`config.mk`:
```
export PLATFORM = sky130hd
export DESIGN_NAME = button_conditioner
export DESIGN_NICKNAME = d
export VERILOG_FILES = /design/src/rtl/button_conditioner.sv
export SDC_FILE = /design/constraint.sdc
export NUM_CORES = 1
export LEC_CHECK = 0
export BUFFER_PORTS_ARGS = -buffer_cell sky130_fd_sc_hd__buf_2
export CAP_MARGIN = 5
export CORE_MARGIN = 4
export CORE_UTILIZATION = 59
export CTS_CLUSTER_SIZE = 8
export DETAILED_ROUTE_END_ITERATION = 8
export PLACE_DENSITY = 0.82
export SYNTH_ARGS = -nofsm -noshare
export SYNTH_HDL_FRONTEND = slang
export SYNTH_SLANG_ARGS = --single-unit
```
`constraint.sdc`:
```
create_clock -name clk -period 2.7 [get_ports clk]
set_input_delay 0.54 -clock clk [delete_from_list [all_inputs] [get_ports clk]]
set_output_delay 0.54 -clock clk [all_outputs]
set_load 0.005 [all_outputs]
```
`src/rtl/button_conditioner.sv`:
```
// Five-button front end: 2-flop sync, per-bit debounce, one registered pulse per press; level/pulse lag raw by DEBOUNCE_CYCLES+1 edges after first sample.
// No backpressure (free-running outputs). Define AUTO_REPEAT_EN to add hold-to-repeat pulses on up (bit0) and down (bit1).
module button_conditioner #(
    parameter int DEBOUNCE_CYCLES = 1000000,
    parameter int REPEAT_DELAY    = 50000000,
    parameter int REPEAT_RATE     = 10000000
) (
    input  logic       clk,
    input  logic       rst_n,
    input  logic [4:0] btn_raw,
    output logic [4:0] btn_level,
    output logic [4:0] btn_pulse
);

    localparam int CW = $clog2(DEBOUNCE_CYCLES);
    localparam logic [CW-1:0] DB_LAST = CW'(DEBOUNCE_CYCLES - 1);

    if (DEBOUNCE_CYCLES < 2 || REPEAT_DELAY < 1 || REPEAT_RATE < 1) begin : gBadParams
        $error("button_conditioner: illegal parameter values");
    end

    logic [4:0]    syncS1;
    logic [4:0]    syncS2;
    logic [CW-1:0] dbCnt     [5];
    logic [CW-1:0] dbCntNext [5];
    logic [4:0]    levelNext;
    logic [4:0]    rise;
    logic [4:0]    rptPulse;

    always_ff @(posedge clk or negedge rst_n) begin
        if (!rst_n) begin
            syncS1 <= '0;
            syncS2 <= '0;
        end else begin
            syncS1 <= btn_raw;
            syncS2 <= syncS1;
        end
    end

    // Any cycle where the synced input agrees with the stable level restarts the count.
    always_comb begin
        levelNext = btn_level;
        for (int i = 0; i < 5; i++) begin
            dbCntNext[i] = '0;
            if (syncS2[i] != btn_level[i]) begin
                if (dbCnt[i] == DB_LAST) begin
                    levelNext[i] = syncS2[i];
                end else begin
                    dbCntNext[i] = dbCnt[i] + 1'b1;
                end
            end
        end
    end

    assign rise = levelNext & ~btn_level;

    always_ff @(posedge clk or negedge rst_n) begin
        if (!rst_n) begin
            for (int i = 0; i < 5; i++) begin
                dbCnt[i] <= '0;
            end
            btn_level <= '0;
            btn_pulse <= '0;
        end else begin
            for (int i = 0; i < 5; i++) begin
                dbCnt[i] <= dbCntNext[i];
            end
            btn_level <= levelNext;
            btn_pulse <= rise | rptPulse;
        end
    end

`ifdef AUTO_REPEAT_EN
    localparam int RPT_MAX = (REPEAT_DELAY > REPEAT_RATE) ? REPEAT_DELAY : REPEAT_RATE;
    localparam int RW = $clog2(RPT_MAX + 1);
    localparam logic [RW-1:0] DELAY_LAST = RW'(REPEAT_DELAY - 1);
    localparam logic [RW-1:0] RATE_LAST  = RW'(REPEAT_RATE - 1);

    logic [RW-1:0] rptCnt     [2];
    logic [RW-1:0] rptCntNext [2];
    logic [1:0]    rptArmed;
    logic [1:0]    rptArmedNext;

    // Runs only while the level is high now and stays high, and the opposite
    // direction is not becoming/being held; so press, release and conflict edges never repeat.
    always_comb begin
        rptPulse     = '0;
        rptArmedNext = rptArmed;
        for (int i = 0; i < 2; i++) begin
            logic oppNext;
            logic run;
            oppNext       = (i == 0) ? levelNext[1] : levelNext[0];
            run           = btn_level[i] & levelNext[i] & ~oppNext;
            rptCntNext[i] = '0;
            if (!run) begin
                rptArmedNext[i] = 1'b0;
            end else if (rptCnt[i] == (rptArmed[i] ? RATE_LAST : DELAY_LAST)) begin
                rptPulse[i]     = 1'b1;
                rptArmedNext[i] = 1'b1;
            end else begin
                rptCntNext[i] = rptCnt[i] + 1'b1;
            end
        end
    end

    always_ff @(posedge clk or negedge rst_n) begin
        if (!rst_n) begin
            rptCnt[0] <= '0;
            rptCnt[1] <= '0;
            rptArmed  <= '0;
        end else begin
            rptCnt[0] <= rptCntNext[0];
            rptCnt[1] <= rptCntNext[1];
            rptArmed  <= rptArmedNext;
        end
    end
`else
    assign rptPulse = '0;
`endif

endmodule

```
Word level (Yosys, flattened, before mapping)
Index checks and enable logic that the tools add are counted.

Register bits: 120. Bits in latches: 0. RAM bits: 0. Bits in read-only memories: 0. Bits of input ports: 7. Output and inout bits: 10. Logic and storage cells: 46. Memories kept: 0.

$add $sub $neg: 5. $mul: 0. Divide/modulo/power cells: 0. Magnitude comparators: 0. Equality and inequality tests: 10. Shift operators: 0. Multiplexer cells: 20. Bitwise operators: 2. Reduce and logical (&&, ||, !) cells: 0.

Operators by type and width (count): 20-bit 2-to-1 mux (10); 20-bit by 1-bit adder with 20-bit output (second input constant) (5); 20-bit == test (second input constant) (5); 1-bit 2-to-1 mux (10); 5-bit bitwise AND (1); 1-bit != test (5); 5-bit inverter (1).

Depth between registers and ports, before layout
Depth after elaboration: 4. Mapped depth: 6. Gate-level depth less buffers: 5.

Worst setup path after synthesis
OpenSTA, ideal clock, no wires.

Path kind: register -> register. Start: reg dbCnt[60] (netlist name). End: reg dbCnt[78] (netlist name). Setup time: 73 ps. Arrival time: 1904 ps. Path slack: 723 ps. Stages on the path, launching flop included: 7. Path buffers: 1. Clock period less this slack: 1977 ps. Cells stage by stage: dfrtp_1 > ha_1 > nand2_1 > or4_1 > buf_2 > or4_4 > a21oi_2.

RTL lines: from (decl) (line 24) `logic [CW-1:0] dbCnt [5];`; from (signal, indexed assignment) (line 66) `dbCnt[i] <= dbCntNext[i];`.

==> qor.yml <==
status:
  outcome: "complete, no violations"
yosys:
  synthCells: 565
  synth.area.top_cells: "dfrtp_1 (53%), xnor2_1 (6.2%), nor2_1 (5.3%), xor2_1 (4.0%), nand3_1 (3.3%)"
  yosys.cell_count.top_type: "dfrtp_1"
  yosysWarnings: 0
  yosysUniqueCellTypes: 42
  yosysTopAreaCell: "dfrtp_1"
  syn_area_um2: 5660
  syn_nets: 577
  synth_async_sr_flop_share_pct: 100
  synth_edf_count: 0
  synth_common_cells: "dfrtp_1 (120), nor2_1 (80), xnor2_1 (40)"
  synth_top_cell_area_share_pct: 53.0
  avgSynthCellArea_um2: 10.0
  ys_seq_elements: 120
  seq_area_frac_synth_pct: 53.0
  synthFlopType: "dfrtp_1"
clock_network:
  worstSkewPairLatency_ps: 510
  cts_setup_buffers: 0
  cts_made_buffers: 17
  clk_pin_slew_ps: 50
  cts_tree: "yes"
  root_buffer: "clkbuf_8"
  clockBufferDepth: 2
  ctsResizeCount: 0
  htreeDepth: 4
  cts_hold_buf: 0
  clock_sinks: 120
critical_path:
  worstPathRequired_ps: 3130
  criticalPathCategory: "reg -> reg"
  r2r-start: "dbCnt[0]"
  path_cells: "ha_1 -> nand2_1 -> or4_1 -> or4_4 -> a21oi_2"
  reg2reg_depth: 5
  worstPathArrival_ps: 2560
  cp_max_fo: 8
  r2r_end: "dbCnt[18]"
  regToRegSetupSlack_ps: 580
  cp_slowest_cell: "or4_1"
  start_kind: "register"
  critical_path.top_delay_family: "simple AND/OR/NAND/NOR gates"
  slowest_delay_ps: 650
  cp-end-kind: "register"
  cp_num_buf_inv: 0
timing:
  tightestPinTransition_ps: 665
  hold_viol_final: 0
  tns_ps: 0
  relSlewSlack_pct: 55.2
  rsz0062_at_grt: "false"
  hold_ws_ps: 20.7
  worst_clock_skew_ps: 7.03
  max_freq_mhz: 471
  finalMaxSlewViolations: 0
  fin_crit_sh_pct: 78.6
  finalCriticalPeriod_ps: 2120
  setup_viol: 0
pwr:
  p_leak_nw: 2.69
  peakVddDrop_mv: 0.537
  power_density_nw_per_um2: 686
final_layout:
  fillers: 673
  area_growth_syn_to_layout_pct: 16.2
  seq_area_um2: 3000
  drive_gt1_share_pct: 12.6
  stdcell_area_um2: 6580
  nNetsFinal: 602
  antenna_cells: 0
  multiInputGateArea_um2: 2510
global_routing:
  busiest_layer: "met2"
  use_met2_pct: 37.8
  grt_pass1_vias: 4299
  grt_first_pass_wirelength_um: 19900
  grt_max_degree: 60
  grt-ovfl-total: 0
  grt_use_met3_pct: 5.65
  antenna_found_initial: 0
  met1_usage_pct: 27.3
  grt_usage_pct: 22.0
floorplan:
  die_w_um: 106
  die_area_um2: 11200
  start_util_pct: 61.0
  coreArea_um2: 9280
  die_y_um: 106
  ioPinCount: 17
  rows: 35
route:
  routed_wirelength_um: 11100
  remaining_drc_errors: 0
  drtIter0Drc: 299
  dr.pass1.iters: 5
  vias_per_cell: 5.76
  final_antenna_net_count: 0
  via_count: 4218
  wl_per_cell_um: 15.1
run:
  maxCapViolations: 0
placement:
  place_area_um2: 5900
  place_congestion: 0.843
  dpl.hpwl_um: 7270
  portBuffers: 16
worst_hold_path:
  hp-class: "in -> async"
## how the worst max path moves through the flow
stage                   start   endpoint  cells past startpoint
floorplan           dbCnt[60]  dbCnt[78]                      6
global placement    dbCnt[60]  dbCnt[78]                      5
detailed placement  dbCnt[60]  dbCnt[76]                      5
CTS                 dbCnt[60]  dbCnt[78]                      5
global route        dbCnt[60]  dbCnt[76]                      5
finish               dbCnt[0]  dbCnt[18]                      5
## state kept, by name, indices dropped and copies added (netlist names)
register and cells:
dbCnt 100, btn_level 5, btn_pulse 5, syncS1 5, syncS2 5
## cells in the final DEF, fill, tap and decap left out, types with 3 or more instances in the layout
master,count
buf_4,6
o31ai_1,13
nor3_1,20
clkbuf_1,3
nand4_1,18
o21ai_0,13
nor2_1,80
a21oi_1,25
ha_1,5
or2_2,4
nand2_1,28
inv_1,24
xnor2_1,40
buf_2,15
and3_1,5
or3_2,3
and4_1,4
and3b_1,3
xor2_1,26
nor4_1,11
bufinv_16,6
nor4b_1,5
clkbuf_8,6
and2_1,5
clkbuf_16,16
mux2_2,5
or4_1,20
or3_1,10
dfrtp_1,120
nand3_1,37
## layout make-up
class	count	share of cell area (%)
Timing Repair Buffer	22	2.13
Clock inverter	7	2.81
Clock buffer	25	7.51
Inverter	24	1.37
Tap cell	129	2.45
Sequential cell	120	45.6
Multi-Input combinational cell	405	38.1
## power by group
group | switching (mW) | internal, mW
combinational | 0.0777 | 0.0330
clock | 0.743 | 1.81
sequential | 0.0282 | 1.83
## per-layer routing
metal	vias to the layer above	wire length [µm]
li1	2044	-
met2	72	5760
met5	-	0
met4	0	61
met1	2098	4920
met3	4	351
## through the flow
stage                     util, %  worst slack (ps)  cells  total power, mW
after CTS                    70.9               578    732             4.56
after global placement       63.6               652    700             1.99
after floorplan                 -               723    565             1.93
after global routing         70.9               428    732             4.66
final                        70.9               579    732             4.52
after detailed placement     63.6               583    700             2.00
## kinds of logic after synthesis
kind of cell / Yosys count / share of synthesized area, %
flops: 120 / 53.0
mux: 7 / 1.35
simple gates: 266 / 25.0
buf+inv: 40 / 2.85
compound gates: 61 / 6.43
fa+ha+maj: 5 / 1.10
xor+xnor: 66 / 10.2
(Power assumes the default switching activity.)
